**config.mk**
```make
export PLATFORM = sky130hd
export DESIGN_NAME = fifo_stream_reader
export DESIGN_NICKNAME = d
export VERILOG_FILES = /design/src/rtl/fifo_stream_reader.sv
export SDC_FILE = /design/constraint.sdc
export NUM_CORES = 1
export LEC_CHECK = 0
export ABC_AREA = 1
export CAP_MARGIN = 20
export CORE_MARGIN = 1.5
export CORE_UTILIZATION = 50
export DETAILED_ROUTE_END_ITERATION = 8
export DONT_BUFFER_PORTS = 1
export SLEW_MARGIN = 20
export SYNTH_ARGS = -nofsm -noshare
export SYNTH_HDL_FRONTEND = slang
export SYNTH_SLANG_ARGS = --single-unit
```
**constraint.sdc**
```tcl
create_clock -name clk -period 3.2 [get_ports clk]
set_clock_uncertainty 0.2 [all_clocks]
set_input_delay 0.96 -clock clk [delete_from_list [all_inputs] [get_ports clk]]
set_output_delay 0.96 -clock clk [all_outputs]
set_load 0.02 [all_outputs]
```
**src/rtl/fifo_stream_reader.sv**
```systemverilog
// Purpose : pops words from a synchronous FIFO and presents them as a valid/ready
//           stream. Beats are grouped into BURST_LEN-beat bursts, and m_last marks
//           the final beat of each burst.
// Latency : a read accepted at edge N is captured at edge N+1 and is visible on
//           m_* after that edge. At steady state the block moves 1 word per clock.
// Backpr. : there are two buffer credits. A FIFO read issues only when the word
//           has a guaranteed slot. m_* hold steady while m_valid && !m_ready.
//
// Ports   : clk, rst_n (async, active low), enable, fifo_empty, fifo_dout,
//           fifo_rd_en, m_valid, m_ready, m_data, m_last, busy,
//           word_count (only when FIFO_READER_STATS_EN is defined).
// Option  : define FIFO_READER_STATS_EN to add the word_count pop counter.
module fifo_stream_reader #(
  parameter int DATA_WIDTH = 8,
  parameter int BURST_LEN  = 4,
  parameter int CNT_WIDTH  = 16
) (
  input  logic                  clk,
  input  logic                  rst_n,
  input  logic                  enable,
  input  logic                  fifo_empty,
  input  logic [DATA_WIDTH-1:0] fifo_dout,
  output logic                  fifo_rd_en,
  output logic                  m_valid,
  input  logic                  m_ready,
  output logic [DATA_WIDTH-1:0] m_data,
  output logic                  m_last,
  output logic                  busy
`ifdef FIFO_READER_STATS_EN
  ,
  output logic [CNT_WIDTH-1:0]  word_count
`endif
);

  localparam int            BW       = (BURST_LEN > 1) ? $clog2(BURST_LEN) : 1;
  localparam logic [BW-1:0] LAST_IDX = BW'(BURST_LEN - 1);

  // Parameter sanity: a one-beat burst would make m_last meaningless.
  if (BURST_LEN < 2 || CNT_WIDTH < 1) begin : g_bad_params
    $error("fifo_stream_reader: BURST_LEN must be >= 2 and CNT_WIDTH >= 1");
  end

  typedef enum logic [1:0] {
    IDLE = 2'd0,
    RUN  = 2'd1,
    STOP = 2'd2
  } state_t;

  state_t                state;
  logic [1:0]            occ;          // buffer occupancy, 0..2
  logic                  inflight;     // a read was accepted last cycle
  logic [BW-1:0]         issue_cnt;
  logic [BW-1:0]         beat_cnt;
  logic [DATA_WIDTH-1:0] buf0;         // head of the buffer
  logic [DATA_WIDTH-1:0] buf1;

  logic       pop;
  logic       permit;
  logic       last_issue;
  logic [1:0] credit_used;

  assign m_valid = (occ != 2'd0);
  assign m_data  = buf0;
  assign m_last  = m_valid && (beat_cnt == LAST_IDX);
  assign busy    = (state != IDLE) || (occ != 2'd0) || inflight;

  always_comb begin
    pop         = m_valid && m_ready;
    credit_used = occ + {1'b0, inflight};
    permit      = 1'b0;
    case (state)
      // With enable low and no burst open, the block stays quiet so that it
      // never opens a burst it would have to finish after being told to stop.
      RUN:     permit = enable || (issue_cnt != '0);
      STOP:    permit = 1'b1;
      default: permit = 1'b0;
    endcase
    // A slot freed by a pop this cycle can be reused by a read this cycle.
    fifo_rd_en = permit && !fifo_empty &&
                 ((credit_used < 2'd2) || ((credit_used == 2'd2) && pop));
    last_issue = fifo_rd_en && (issue_cnt == LAST_IDX);
  end

  // Control FSM and burst counters
  always_ff @(posedge clk or negedge rst_n) begin
    if (!rst_n) begin
      state     <= IDLE;
      issue_cnt <= '0;
      beat_cnt  <= '0;
      inflight  <= 1'b0;
    end else begin
      inflight <= fifo_rd_en;

      if (fifo_rd_en) begin
        issue_cnt <= (issue_cnt == LAST_IDX) ? '0 : issue_cnt + 1'b1;
      end
      if (pop) begin
        beat_cnt <= (beat_cnt == LAST_IDX) ? '0 : beat_cnt + 1'b1;
      end

      case (state)
        IDLE: begin
          if (enable) state <= RUN;
        end
        RUN: begin
          // If the final read of a burst is accepted in the same cycle that
          // enable drops, the burst is complete, so the FSM goes straight to IDLE.
          if (!enable) begin
            state <= ((issue_cnt == '0) || last_issue) ? IDLE : STOP;
          end
        end
        STOP: begin
          if (enable)          state <= RUN;
          else if (last_issue) state <= IDLE;
        end
        default: state <= IDLE;
      endcase
    end
  end

  // Two-entry output buffer. The in-flight word lands this edge.
  always_ff @(posedge clk or negedge rst_n) begin
    if (!rst_n) begin
      occ  <= 2'd0;
      buf0 <= '0;
      buf1 <= '0;
    end else begin
      case ({inflight, pop})
        2'b10: begin
          if (occ == 2'd0) buf0 <= fifo_dout;
          else             buf1 <= fifo_dout;
          occ <= occ + 2'd1;
        end
        2'b01: begin
          buf0 <= buf1;
          occ  <= occ - 2'd1;
        end
        2'b11: begin
          // Capture and pop together: occupancy holds, and the head advances.
          if (occ == 2'd2) begin
            buf0 <= buf1;
            buf1 <= fifo_dout;
          end else begin
            buf0 <= fifo_dout;
          end
        end
        default: ;
      endcase
    end
  end

`ifdef FIFO_READER_STATS_EN
  always_ff @(posedge clk or negedge rst_n) begin
    if (!rst_n)   word_count <= '0;
    else if (pop) word_count <= word_count + 1'b1;
  end
`endif

endmodule

```
==> metrics.txt <==
outcome finished, final reports clean; Avg Inst Size Synth 8.20 sq um; fin area 1460 sq um; largest net degree at the start of global routing 26; Core Box Area 2710 sq um; CP Cell Sequence inv_1 -> ha_1 -> inv_1 -> nor2_1 -> nor2_1 -> nor2_1 -> nand2_1 -> inv_1; share of cells above drive strength 1 8.05%; Clock Latency Late Sink 0.32 ns; synth unique cells 24; Slew Viols, Final 0; CTS max path bufs 2; antenna cells 0; Syn Std Cell Area 1400 sq um; fin crit period 2.82 ns; vias 1040; unrepaired setup endpoints after global routing false; setup TNS 0 ns; Ports 25; period utilisation layout 88.0%; chip height 56.0 microns; TritonCTS clock tree built; Worst path slowest cell dfrtp_1; initial core utilization 51.8%; first-pass GRT wire length 4.63 mm; CP arrival 1.66 ns; Max Cap Viol 0; router iterations before antenna repair 4; antenna violations before repair 0; fmax 0.355 GHz; CP peak stage delay 0.44 ns; root buf cell clkbuf_4; CTS sink cnt 25; Final #Nets 199; DR iter-0 viols 27; Final Wtd Congestion 0.753; relative slew slack 58.9%; ranking of synthesized cells by area dfrtp_1, nand2_1, ha_1; Ys Warns 0; Power Density 980 nW/um^2; Hold/Removal Path Class in -> async; leakage 0.775 nW; top-count cell post-synth nand2_1; post-synthesis async set-or-reset flop share 100%; Layout area overhead 4.10%; H-tree levels 1; Worst-Margin Slew 0.612 ns; Num CTS Buffers 3; # rows 19; Setup CP Type reg -> out; Via density 5.07; post-CTS resize count 0; top post-synthesis cells by count nand2_1, inv_1, dfrtp_1; Post-Route WL 2.60 mm; die area 3130 sq um; drt drc 0; Syn Inst Count 171; Critical Path RT 2.04 ns; Post-Syn Nets 195; clock slew at reported path FFs 0.15 ns; vias in the first global route 1015; Die X-Extent 56.0 microns; setup violation total in the final timing report 0; Yosys top cell by area dfrtp_1; grt ovf 0; Port Buf Inserts 0; CP Launch Type register; Yosys reg bits 25; hold buffers post-CTS 0; Main synth FF type dfrtp_1; DP Area 1430 sq um; final hold violation count 0; Post-DP HPWL 1.99 mm; EDFF count, synth 0; WL/cell 12.7 microns; post-route antenna net violation count 0; Setup Fix Bufs, Post-CTS 0; crit-path max FO 6; aggregate global-route resource usage 19.1%; post-synthesis sequential area ratio 44.6%; share of the synthesized area in the top cell type 44.6%; crit path capture type output pin; peak supply drop 0.612 mV
-- metrics by stage --
stage	power (W)	util, %	hold slack, ns	cells	worst slack [ns]
2_1_floorplan	0.00116	-	0.253	171	0.598
3_3_place_gp	0.00127	52.8	0.272	201	0.546
3_5_place_dp	0.00130	52.8	0.294	201	0.536
4_1_cts	0.00145	53.9	0.0926	205	0.364
5_1_grt	0.00158	53.9	0.0665	205	0.194
6_report	0.00143	53.9	0.101	205	0.384
-- final cells by class --
class,instances,area (sq um)
clock inverter,1,7.51
multi-input combinational,109,623
inverter,36,143
clock buffer,3,22.5
fill,279,1250
sequential,25,626
tap,31,38.8
-- layout by cell type, fill, tap and decap left out, types with 2 or more instances in the layout --
| master | count |
|---|---|
| a21oi_1 | 2 |
| nor2_1 | 6 |
| dfrtp_1 | 25 |
| clkbuf_4 | 3 |
| nand3_1 | 5 |
| o21ai_1 | 3 |
| o21a_1 | 2 |
| o21ai_0 | 10 |
| o22ai_1 | 8 |
| nand2_1 | 52 |
| ha_1 | 11 |
| inv_2 | 2 |
| inv_4 | 3 |
| inv_1 | 31 |
-- flip-flops by register name, indices dropped and copies added, names as in the netlist --
| signal | count |
|---|---|
| buf1 | 8 |
| m_data | 8 |
| beat_cnt | 2 |
| issue_cnt | 2 |
| occ | 2 |
| state | 2 |
| inflight | 1 |
-- where the power goes --
part / switching [W] / leakage [nW] / total, W / internal, W
clock network: 0.000101 / 0.0139 / 0.000149 / 0.0000478
logic: 0.000406 / 0.458 / 0.000641 / 0.000235
registers: 0.000169 / 0.303 / 0.000641 / 0.000472
-- final timing paths --
| check | slack [ns] | depth (start not counted) | endpoint | startpoint |
|---|---|---|---|---|
| max in group asynchronous | 2.62 | 0 | m_data[7]$_DFFE_PN0P_ | rst_n |
| min in group clk | 0.33 | 2 | beat_cnt[1]$_DFFE_PN0P_ | beat_cnt[1]$_DFFE_PN0P_ |
| worst min register to register | 0.33 | 2 | beat_cnt[1]$_DFFE_PN0P_ | beat_cnt[1]$_DFFE_PN0P_ |
| worst max register to register | 0.95 | 10 | m_data[4]$_DFFE_PN0P_ | occ[0]$_DFFE_PN0P_ |
| worst max-delay path | 0.38 | 8 | fifo_rd_en | state[1]$_DFFE_PN0P_ |
| worst min-delay path | 0.10 | 0 | beat_cnt[0]$_DFFE_PN0P_ | rst_n |
-- critical path: cells and delay by family, from the launching register on --
| family | cells | cell delay, ns |
|---|---|---|
| adder cells (fa/ha/maj) | 1 | 0.18 |
| AND/OR/NAND/NOR | 4 | 0.31 |
| buffers and inverters | 3 | 0.38 |
| flip-flops | 1 | 0.44 |
-- logic make-up (layout without fill, tap and decap cells) --
family / count (synthesis) / in the layout / share of synthesized area, %
and+or+nand+nor: 69 / 69 / 21.3
buffers and inverters: 37 / 40 / 11.0
AOI/OAI and AO/OA: 27 / 27 / 12.0
DFF: 25 / 25 / 44.6
adders and majority gates: 11 / 11 / 9.81
xor gates and xnor gates: 2 / 2 / 1.25
-- per-layer routing --
layer,GRT usage [%],routed length (microns),vias to the layer above
met5,0,0,-
met4,8.16,44,0
met3,5.58,123,4
met2,29.7,1250,15
met1,24.9,1180,485
li1,-,-,536
Power figures use the tool's default switching activity.
